$ cat src/rtl/press_classifier.sv
// Press classifier: turns debounced presses into
// single / double / long one-cycle event pulses.
module press_classifier #(
  parameter int LONG_TICKS = 8,
  parameter int GAP_TICKS  = 2,
  parameter int CNT_W      = 4
) (
  input  logic       CLK,
  input  logic       aclr_i,
  input  logic       PRESS,
  input  logic       LEVEL,
  output logic       SINGLE,
  output logic       DOUBLE,
  output logic       LONG,
  output logic       BUSY,
  output logic [7:0] EVT_CNT
);

  typedef enum logic [2:0] {
    IDLE  = 3'd0,
    HELD1 = 3'd1,
    WAIT2 = 3'd2,
    HELD2 = 3'd3,
    LHOLD = 3'd4
  } state_t;

  localparam logic [CNT_W-1:0] LONG_LAST =
    CNT_W'(LONG_TICKS - 1);
  localparam logic [CNT_W-1:0] GAP_LAST =
    CNT_W'(GAP_TICKS - 1);

  // Tick counter must be able to hold the largest terminal count.
  if (LONG_TICKS < 2 || GAP_TICKS < 2 ||
      LONG_TICKS > (2 ** CNT_W) ||
      GAP_TICKS > (2 ** CNT_W)) begin : g_bad_params
    $error("press_classifier: tick parameters do not fit CNT_W");
  end

  state_t           state_q, state_d;
  logic [CNT_W-1:0] cnt_q, cnt_d;
  logic             single_q, single_d;
  logic             double_q, double_d;
  logic             long_q, long_d;
  logic             busy_q, busy_d;
  logic [7:0]       evt_q, evt_d;
  logic             evt_any;

  // Next-state, tick counter and event pulse decode.
  always_comb begin
    state_d  = state_q;
    cnt_d    = cnt_q;
    single_d = 1'b0;
    double_d = 1'b0;
    long_d   = 1'b0;
    case (state_q)
      IDLE: begin
        if (PRESS) begin
          state_d = HELD1;
          cnt_d   = '0;
        end
      end
      HELD1: begin
        if (!LEVEL) begin
          state_d = WAIT2;
          cnt_d   = '0;
        end else if (cnt_q == LONG_LAST) begin
          state_d = LHOLD;
          long_d  = 1'b1;
        end else begin
          cnt_d = cnt_q + CNT_W'(1);
        end
      end
      WAIT2: begin
        if (PRESS) begin
          state_d  = HELD2;
          double_d = 1'b1;
        end else if (cnt_q == GAP_LAST) begin
          state_d  = IDLE;
          single_d = 1'b1;
        end else begin
          cnt_d = cnt_q + CNT_W'(1);
        end
      end
      HELD2: begin
        if (!LEVEL) state_d = IDLE;
      end
      LHOLD: begin
        if (!LEVEL) state_d = IDLE;
      end
      default: begin
        state_d = IDLE;
        cnt_d   = '0;
      end
    endcase
    evt_any = single_d | double_d | long_d;
    evt_d   = evt_q + {7'd0, evt_any};
    busy_d  = (state_d != IDLE);
  end

  // State, counter and registered outputs; async clear wins.
  always_ff @(posedge CLK or posedge aclr_i) begin
    if (aclr_i) begin
      state_q  <= IDLE;
      cnt_q    <= '0;
      single_q <= 1'b0;
      double_q <= 1'b0;
      long_q   <= 1'b0;
      busy_q   <= 1'b0;
      evt_q    <= 8'd0;
    end else begin
      state_q  <= state_d;
      cnt_q    <= cnt_d;
      single_q <= single_d;
      double_q <= double_d;
      long_q   <= long_d;
      busy_q   <= busy_d;
      evt_q    <= evt_d;
    end
  end

  assign SINGLE  = single_q;
  assign DOUBLE  = double_q;
  assign LONG    = long_q;
  assign BUSY    = busy_q;
  assign EVT_CNT = evt_q;

endmodule
$ cat config.mk
export PLATFORM = sky130hd
export DESIGN_NAME = press_classifier
export DESIGN_NICKNAME = d
export VERILOG_FILES = /design/src/rtl/press_classifier.sv
export SDC_FILE = /design/constraint.sdc
export NUM_CORES = 1
export LEC_CHECK = 0
export BUFFER_PORTS_ARGS = -buffer_cell sky130_fd_sc_hd__buf_2
export CORE_MARGIN = 2
export CORE_UTILIZATION = 48
export DETAILED_ROUTE_END_ITERATION = 10
export GPL_TIMING_DRIVEN = 1
export PLACE_DENSITY = 0.76
export REMOVE_ABC_BUFFERS = 1
export SYNTH_ARGS = -nofsm -noshare
export SYNTH_HDL_FRONTEND = slang
export SYNTH_SLANG_ARGS = --single-unit
$ cat constraint.sdc
create_clock -name CLK -period 2.2 [get_ports CLK]
set_input_delay 0.22 -clock CLK [delete_from_list [all_inputs] [get_ports CLK]]
set_output_delay 0.22 -clock CLK [all_outputs]
set_load 0.02 [all_outputs]
; Word level (Yosys, flattened, before mapping)
; Index checks and enable logic that the tools add are counted.
[totals]
elab_cells = 47
regBits = 19
in_bits = 4
output_inout_bits = 12
[classes]
n_reduce_logical = 4
add_sub_neg = 2
n_bitwise = 3
mux = 21
eq_ne = 10
[ops]
columns = operator, n
row1 = 4-bit 2-to-1 mux, 5
row2 = 3-bit 2-to-1 mux, 6
row3 = 4-bit one-hot mux with 4 select lines, 1
row4 = 3-bit one-hot mux with 4 select lines, 1
row5 = 8-bit by 1-bit adder with 8-bit output, 1
row6 = 1-bit 2-to-1 mux, 8
row7 = 3-bit by 2-bit == test with 1-bit output (second input constant), 2
row8 = 2-bit != test (second input constant), 3
row9 = 5-bit AND reduction, 1
row10 = 4-bit by 1-bit adder with 4-bit output (second input constant), 1
row11 = 4-bit by 1-bit == test with 1-bit output (second input constant), 1
row12 = 4-bit by 3-bit == test with 1-bit output (second input constant), 1
row13 = 3-bit by 1-bit == test with 1-bit output (second input constant), 1
row14 = 3-bit == test (second input constant), 1
row15 = 3-bit zero test, 1
row16 = 3-bit != test (second input constant), 1
row17 = 3-bit nonzero test, 1
row18 = 1-bit bitwise OR, 2
row19 = 2-bit OR reduction, 1
row20 = 1-bit inverter, 1

; Logic depth before layout (Yosys ltp)
[depth]
ltp_word = 7
ltp_mapped = 10
ltp_nobuf = 10

; Least setup slack after synthesis
; Ideal clock, no wire load.
[synth_timing]
path_type = flip-flop to flip-flop
from = register cnt_q[1]
to = register evt_q[7] (netlist: EVT_CNT[7])
period_less_slack_ps = 2126
stages_incl_launch_ff = 11
n_path_buf = 0
setup_time_ps = 128
arrival_time_ps = 1998
slack_ps = 74
cell_sequence = dfrtp_1 -> inv_1 -> ha_1 -> nor3b_1 -> nor2_1 -> o32ai_1 -> ha_1 -> and3_1 -> nand3_1 -> or2_2 -> xnor2_1
[synth_between]
elab_chain_len = 7
[synth_lines]
columns = element, line
row1 = start: declaration, 40  ; logic [CNT_W-1:0] cnt_q, cnt_d;
row2 = start signal: assignment, 112  ; cnt_q <= cnt_d;
row3 = 4-bit by 1-bit == test with 1-bit output, 77  ; end else if (cnt_q == GAP_LAST) begin
row4 = 1-bit 2-to-1 mux, 77
row5 = 1-bit 2-to-1 mux, 74  ; if (PRESS) begin
row6 = 1-bit 2-to-1 mux, 55  ; case (state_q)
row7 = 1-bit bitwise OR, 95  ; evt_any = single_d | double_d | long_d;
row8 = 1-bit bitwise OR *, 95
row9 = 8-bit by 1-bit adder with 8-bit output *, 96  ; evt_d = evt_q + {7'd0, evt_any};
row10 = net evt_d[7], 45  ; logic [7:0] evt_q, evt_d;
row11 = end signal: assignment, 117  ; evt_q <= evt_d;
row12 = end: declaration, 45
; The timed path passes the listed nets; every way through them passes the cells marked *.
; A chain may end at the register's enable or synchronous reset.

; Worst setup path in the final report
; Same ends and word-level chain as after synthesis.

==> impl_metrics.ini <==
[outcome]
status = complete, no violations

[sta]
slew_violations = 0
period_needed_ns = 2.13
fin_skew_ns = 0.00633
slew_headroom_pct = 53.6
worst_slew_pin_slew_ns = 0.696
fin_crit_sh_pct = 96.8
fin_ws_ns = 0.0699
hold_viol_final = 0
fmax_ghz = 0.469
finalSetupViolations = 0
whs_ns = 0.0129

[grt]
track_usage_pct = 18.1
grt_pass1_vias = 676
grt_remaining_overflow = 0
grt_util_met2_pct = 29.5
grt_max_degree = 20
grt_pass1_wl_um = 2860
use_met1_pct = 21.8
antenna_found_initial = 0
grt_busiest_layer = met2
use_met3_pct = 4.07

[pwr]
power_frac_seq_pct = 42.3
clkPwrFrac_pct = 14.0
leakage_nw = 0.564
p_total_mw = 1.23
power_switching_share_pct = 38.4
power-per-cell-area_nw_per_um2 = 1030
p_switching_mw = 0.471
p_int_mw = 0.756
pwr-share-comb_pct = 43.7
ir_drop_uv = 658

[detailed_routing]
routed_wl_um = 1920
drt_iter0_drc = 10
drc_errors = 0
antenna_left = 0
num_vias = 734
wl_per_cell_um = 13.9
routed_via_density = 5.32
dr.pass1.iters = 4

[flow_run]
maxCapViolations = 0

[yosys]
synth_warnings = 0
async_reset_ff_share_pct = 100
synth_xor_area_share_pct = 6.52
synth.mux.area_fraction_pct = 2.13
synth_cells = 84
synthAdderAreaFrac_pct = 5.33
avgSynthCellArea_um2 = 11.2
synth_top_family_by_area = simple AND/OR/NAND/NOR gates
synth_edf_count = 0
synth-simple-area-share_pct = 19.8
synth_cell_types = 34
synth_compound_area_share_pct = 12.6
synth-seq-cells = 19
synth-seq-area-share_pct = 50.6
syn_area_um2 = 940
ys.flop_type = dfrtp_1

[setup_path]
crit_required_ns = 2.39
cp-startpoint = cnt_q[1]$_DFFE_PP0P_
slowest_delay_ns = 0.40
crit_path_start_kind = flop
end_kind = flop
cp_common_cell = ha_2
critPathKind = flop to flop
worstPathMaxFanout = 3
r2r_start = cnt_q[1]$_DFFE_PP0P_
cp.arrival_ns = 2.32
cp_cell_sequence = buf_6, ha_2, and4bb_2, nand2_2, o32ai_2, ha_2, and3_4, nand3_2, or2_4, xnor2_1
ff2ff_path_depth = 10
cpMaxStageDelayCell = dfrtp_1

[floorplan]
die_area_um2 = 2330
coreArea_um2 = 1900
die_h_um = 48.2
fp.dieW_um = 48.2
initial_utilization_pct = 49.4
pin_count = 16
rows = 16

[clock_tree]
htreeDepth = 1
ctsHoldBuffers = 0
cts_buffers = 3
tritoncts = yes
cts_buffer_depth = 2
cts_sinks = 19
cts.reportedPaths.clkPinSlew_ns = 0.11
clock_latency_ns = 0.29
cts-root-buf = clkbuf_4

[cells_and_area]
synthToLayoutAreaGrowth_pct = 27.4
diodes = 0
nets = 120
drive_above_1_share_pct = 43.2

[place]
pre_cts_ws_ns = 0.0372
io_buffers = 15
gp_congestion = 0.893
dp_hpwl_um = 1350

[hold_path]
min_path_type = input pin to async pin
-- worst paths after layout --
kind	to	slack, ns
max in group asynchronous	cnt_q[0]$_DFFE_PP0P_	1.71
worst min-delay path	DOUBLE$_DFF_PP0_	0.01
worst min register to register	EVT_CNT[7]$_DFF_PP0_	0.50
worst max register to register	EVT_CNT[7]$_DFF_PP0_	0.07
worst max-delay path	EVT_CNT[7]$_DFF_PP0_	0.07
min in group CLK	state_q[2]$_DFF_PP0_	0.24
-- synth_stat cells, types with 2 or more instances --
| library cell | count | area share (%) |
|---|---|---|
| nand2_1 | 7 | 2.8 |
| o2bb2ai_1 | 2 | 1.9 |
| nand2b_1 | 4 | 2.7 |
| inv_1 | 4 | 1.6 |
| nor3b_1 | 3 | 2.4 |
| nand3_1 | 3 | 1.6 |
| xor2_1 | 2 | 1.9 |
| ha_1 | 4 | 5.3 |
| or2_2 | 2 | 1.3 |
| and3_1 | 2 | 1.3 |
| dfrtp_1 | 19 | 51 |
| xnor2_1 | 5 | 4.7 |
| a21oi_1 | 2 | 1.1 |
| o22ai_1 | 2 | 1.3 |
| mux2i_1 | 2 | 2.1 |
| nor2_1 | 3 | 1.2 |
-- sequential cells by signal (all words and copies together), names as in the netlist --
| name | flops |
|---|---|
| cnt_q | 4 |
| LONG | 1 |
| DOUBLE | 1 |
| SINGLE | 1 |
| state_q | 3 |
| EVT_CNT | 8 |
| BUSY | 1 |
-- power by group through the flow --
stage | clock network [mW] | logic, mW | registers, mW
after floorplan | 0 | 0.218 | 0.586
after global placement | 0 | 0.455 | 0.510
after detailed placement | 0 | 0.468 | 0.513
after CTS | 0.177 | 0.473 | 0.506
after global routing | 0.194 | 0.595 | 0.535
final | 0.171 | 0.536 | 0.520
-- placed cells by master (no fill, tap or decap), types with 2 or more instances in the layout --
master     instances
clkbuf_4           3
o2bb2ai_1          2
buf_4              9
a21oi_1            2
buf_2             15
inv_1              3
xnor2_1            5
ha_2               2
nor3b_1            2
o22ai_1            2
nand3_1            2
nand3_2            2
dfrtp_1           18
nand2b_1           4
nor2_1             2
xor2_1             2
mux2i_1            2
nand2_1            6
-- worst max-delay path: cells and delay by family (launching register included) --
kind / cells / cell delay [ns]
buffers and inverters: 1 / 0.11
adders and majority gates: 2 / 0.39
DFF: 1 / 0.40
and+or+nand+nor: 5 / 0.88
xor gates and xnor gates: 1 / 0.12
AOI/OAI and AO/OA: 1 / 0.13
-- cell type report --
cell class / instances / area (um2)
fillers: 161 / 704
multi-input cells: 59 / 490
flip-flops and latches: 19 / 477
repair buffers: 25 / 154
well taps: 27 / 33.8
clock buffers: 3 / 22.5
inverters: 4 / 15.0
clock inverters: 1 / 5.00
-- stage by stage --
step                      cell area [um2]  setup TNS (ns)  cells  utilization (%)
after floorplan                       927               0     82                -
after global placement               1090               0    131             57.2
after detailed placement             1090               0    131             57.2
after CTS                            1120               0    135             58.9
after global routing                 1200         -0.0970    138             63.0
final                                1200               0    138             63.0
-- cells by family (layout without fill, tap and decap cells) --
family,count (synthesis),after routing
buffers and inverters,6,33
and+or+nand+nor,31,31
muxes,2,2
DFF,19,19
AOI/OAI and AO/OA,15,15
adders and majority gates,4,4
xor gates and xnor gates,7,7
-- layer usage --
| metal | part of all wire (%) | up-vias |
|---|---|---|
| li1 | - | 356 |
| met1 | 42 | 354 |
| met2 | 52 | 20 |
| met3 | 4.4 | 4 |
| met4 | 1.6 | 0 |
| met5 | 0 | - |
-- timing repair --
action,CTS,global route
endpoints found under the setup margin,1,1
buffers inserted,0,3
resized for setup,1,14
pin swaps,0,3
(Power assumes the default switching activity.)
